## src/rtl/vx_bits_insert_pipe.sv

```systemverilog
// vx_bits_insert_pipe: per-lane bit-field splicer behind a two-entry skid buffer
module vx_bits_insert_pipe #(
  parameter int N = 1,
  parameter int S = 1,
  parameter int POS = 0,
  parameter int LANES = 1,
  parameter bit AUTO_TAG = 1'b0
) (
  input  logic                   clk,
  input  logic                   reset,
  input  logic                   valid_in,
  output logic                   ready_in,
  input  logic [LANES*N-1:0]     data_in,
  input  logic [LANES*S-1:0]     sel_in,
  output logic                   valid_out,
  input  logic                   ready_out,
  output logic [LANES*(N+S)-1:0] data_out
);
  localparam int W = N + S;
  logic [LANES*S-1:0] fld;
  logic [LANES*W-1:0] spl, out_d, skid_d;
  logic out_v, skid_v, in_hs;
  if (POS > N) begin : g_bad_pos
    $error("vx_bits_insert_pipe: POS exceeds N");
  end
  if (AUTO_TAG && LANES > (1 << S)) begin : g_bad_lanes
    $error("vx_bits_insert_pipe: LANES exceeds tag space");
  end
  assign ready_in = !skid_v && !reset;
  assign in_hs = valid_in && ready_in;
  assign valid_out = out_v;
  assign data_out = out_d;
  if (AUTO_TAG) begin : g_tag
    logic [S-1:0] tag;
    always_ff @(posedge clk)
      if (reset) tag <= '0;
      else if (in_hs) tag <= tag + S'(LANES);
    for (genvar i = 0; i < LANES; i++) begin : g_f
      assign fld[i*S +: S] = tag + S'(i);
    end
  end else begin : g_sel
    assign fld = sel_in;
  end
  for (genvar i = 0; i < LANES; i++) begin : g_lane
    logic [N-1:0] w;
    logic [S-1:0] f;
    assign w = data_in[i*N +: N];
    assign f = fld[i*S +: S];
    if (POS == 0) begin : g_lo
      assign spl[i*W +: W] = {w, f};
    end else if (POS == N) begin : g_hi
      assign spl[i*W +: W] = {f, w};
    end else begin : g_mid
      assign spl[i*W +: W] = {w[N-1:POS], f, w[POS-1:0]};
    end
  end
  always_ff @(posedge clk)
    if (reset) begin
      out_v <= 1'b0;
      skid_v <= 1'b0;
    end else if (skid_v) begin
      if (ready_out) skid_v <= 1'b0;
    end else if (in_hs) begin
      if (out_v && !ready_out) skid_v <= 1'b1;
      else out_v <= 1'b1;
    end else if (ready_out) out_v <= 1'b0;
  // payload registers carry no reset; only the valid bits qualify them
  always_ff @(posedge clk)
    if (skid_v) begin
      if (ready_out) out_d <= skid_d;
    end else if (in_hs) begin
      if (out_v && !ready_out) skid_d <= spl;
      else out_d <= spl;
    end
endmodule

```

## config.mk

```make
export PLATFORM = sky130hd
export DESIGN_NAME = vx_bits_insert_pipe
export DESIGN_NICKNAME = d
export VERILOG_FILES = /design/src/rtl/vx_bits_insert_pipe.sv
export SDC_FILE = /design/constraint.sdc
export NUM_CORES = 1
export LEC_CHECK = 0
export CAP_MARGIN = 25
export CORE_AREA = 2 2 39 41
export DETAILED_ROUTE_END_ITERATION = 12
export DIE_AREA = 0 0 41 43
export PLACE_DENSITY_LB_ADDON = 0.08
export RECOVER_POWER = 50
export SLEW_MARGIN = 0
export SYNTH_ARGS = -nofsm -noshare
export SYNTH_HDL_FRONTEND = slang
export SYNTH_SLANG_ARGS = --single-unit
```

## constraint.sdc

```tcl
create_clock -name clk -period 2.3 [get_ports clk]
set_input_delay 0.69 -clock clk [delete_from_list [all_inputs] [get_ports clk]]
set_output_delay 0.69 -clock clk [all_outputs]
set_load 0.02 [all_outputs]
```

==> impl_metrics.tcl <==
set metrics [dict create \
    ys_ff_latch 6 \
    slew_violations 0 \
    place.gp.congestion 0.650 \
    maxCapViolations 0 \
    syn_to_final_growth_pct 56.6 \
    rsz0062_at_grt "no" \
    fp.dieH_um 43 \
    setup_viol 0 \
    drtIter0Drc 0 \
    holdBufCountCts 0 \
    grt_pass1_vias 199 \
    fin_tns_setup_ns 0 \
    switchingPower_uw 54.2 \
    period_minus_slack_ns 2.22 \
    ys_types 12 \
    yosys_warnings 0 \
    p_int_uw 200 \
    relSlewSlack_pct 82.5 \
    grt_max_degree 8 \
    dp_slack_ns -0.322 \
    cp_max_fo 3 \
    tightest_slew_ns 0.262 \
    grt_pass1_wl_um 917 \
    synth_area_per_cell_um2 13.8 \
    reg2regPathDepth 2 \
    vias 197 \
    fmax_mhz 450 \
    worstSetupEndpointType "primary output" \
    clock_latency_ns 0.23 \
    cts_sinks 6 \
    post-route-period-util_pct 96.7 \
    cts_root_buffer "clkbuf_4" \
    hp-class "flop to flop" \
    yosysSeqAreaShare_pct 64.6 \
    skew_ns 0.00128 \
    io_pins 10 \
    wl_per_cell_um 11.0 \
    start_kind "primary input" \
    nets 39 \
    io_buffers 9 \
    initial_core_util_pct 17.9 \
    final_common_cell "clkdlybuf4s50_1" \
    grt_usage_pct 8.59 \
    drt_first_pass_iters 1 \
    combPwrFrac_pct 14.3 \
    drive_gt1_share_pct 22.6 \
    core_area_um2 1380 \
    seqPwrFrac_pct 48.9 \
    reg2reg_from "skid_v$_SDFF_PP0_" \
    syn-num-nets 24 \
    status "completed" \
    clkPwrFrac_pct 36.8 \
    final_cell_area_um2 388 \
    r2r_end "skid_d[1]$_DFFE_PP_" \
    worstSetupPathType "primary input to primary output" \
    peakVddDrop_uv 180 \
    hold_viol 0 \
    vias_per_cell 4.19 \
    place.detailed.hpwl_um 442 \
    synthCells 18 \
    synthesis.area_um2 248 \
    htree_num_levels 1 \
    endpoint "ready_in" \
    cp.arrival_ns 1.53 \
    antenna_found_initial 0 \
    num_rows 14 \
    antenna_cells 0 \
    drt_wl_total_um 518 \
    powerDensity_nw_per_um2 655 \
    layout_common_cells "clkdlybuf4s50_1, edfxtp_1, clkbuf_4, dlygate4sd3_1" \
    die_area_um2 1760 \
    clkTransAtPathRegs_ns 0.04 \
    chipWidth_um 41 \
    cts_tree "done" \
    drcViolationCount 0 \
    fin_ws_ns 0.0761 \
    setup.worst_path.start "reset" \
    gr-total-overflow 0 \
    ant_nets 0 \
    clk_path_buf_depth 2 \
    cts_buffers 3 \
    dpl_cell_area_um2 365 \
    reg2reg_slack_ns 1.21 \
    p_leak_uw 0.000145 \
    p_sw_share_pct 21.3 \
    required_ns 1.61 \
]
==> stage by stage <==
stage          utilization, %  total power [uW]  hold WS [ns]  cells
2_1_floorplan               -               141         0.508     18
3_3_place_gp             26.4               164         0.547     44
3_5_place_dp             26.4               165         0.549     44
4_1_cts                  28.1               261         0.562     47
5_1_grt                  28.0               272         0.579     47
6_report                 28.0               254         0.554     47
==> synthesized netlist by cell type <==
| cell type | number | area share, % |
|---|---|---|
| edfxtp_1 | 4 | 48 |
| nand2b_1 | 1 | 2.5 |
| a32o_2 | 1 | 4.5 |
| o22a_2 | 1 | 4.0 |
| a21oi_1 | 1 | 2.0 |
| nor2_1 | 2 | 3.0 |
| and4b_1 | 1 | 4.0 |
| mux2_1 | 2 | 9.1 |
| inv_1 | 1 | 1.5 |
| nor2b_1 | 1 | 2.5 |
| nor3_1 | 1 | 2.0 |
| dfxtp_1 | 2 | 16 |
==> repair_timing <==
| item | in CTS | in global routing |
|---|---|---|
| pin swaps | 0 | 1 |
| resized for setup | 3 | 1 |
| hold endpoints to repair | 0 | 0 |
| buffers inserted | 0 | 0 |
| setup endpoints to repair | 1 | 1 |
==> worst min path at each step <==
stage | slack, ns | to | from | cells past startpoint
final | 0.55 | data_out[0]$_DFFE_PP_ | skid_d[0]$_DFFE_PP_ | 1
after global routing | 0.58 | data_out[0]$_DFFE_PP_ | skid_d[0]$_DFFE_PP_ | 1
after CTS | 0.56 | data_out[1]$_DFFE_PP_ | skid_d[1]$_DFFE_PP_ | 1
after detailed placement | 0.55 | data_out[1]$_DFFE_PP_ | skid_d[1]$_DFFE_PP_ | 1
after global placement | 0.55 | data_out[1]$_DFFE_PP_ | skid_d[1]$_DFFE_PP_ | 1
after floorplan | 0.51 | data_out[0]$_DFFE_PP_ | skid_d[0]$_DFFE_PP_ | 1
==> flip-flops by register name, summed over array words and instances (netlist names) <==
| signal | flops |
|---|---|
| skid_d | 2 |
| valid_out | 1 |
| data_out | 2 |
| skid_v | 1 |
==> power by group through the flow <==
| stage | Combinational [uW] | Sequential (uW) | Clock, uW |
|---|---|---|---|
| after global placement | 37.9 | 126 | 0 |
| after detailed placement | 38.8 | 126 | 0 |
| after CTS | 38.7 | 124 | 97.6 |
| after global routing | 40.1 | 125 | 107 |
| final | 36.3 | 124 | 93.5 |
| after floorplan | 11.5 | 130 | 0 |
==> critical path, stage by stage <==
cell and delay [ns]:
clkdlybuf4s50_1 0.43, nor2_2 0.13, clkdlybuf4s15_2 0.28
==> logic make-up (layout without fill, tap and decap cells) <==
kind of cell,Yosys count,after routing,share of synthesized area [%]
muxes,2,2,9.09
AOI/OAI and AO/OA,3,3,10.6
DFF,6,6,64.6
and+or+nand+nor,6,6,14.1
buffers and inverters,1,14,1.51
==> per-layer routing <==
metal,part of all wire [%],wire [um],global-route usage [%],vias to the layer above
met4,0,0,8.00,0
met5,0,0,0,-
met1,42,218,10.5,91
met2,53,277,10.9,8
li1,-,-,-,98
met3,4.2,22,3.14,0
==> final cells by class <==
cell class / count / area [um2]
Inverter: 1 / 3.75
Multi-Input combinational cell: 11 / 86.3
Sequential cell: 6 / 160
Fill cell: 153 / 996
Tap cell: 16 / 20.0
Clock buffer: 3 / 22.5
Timing Repair Buffer: 10 / 95.1
No activity file was read; power rests on OpenSTA's default activity.
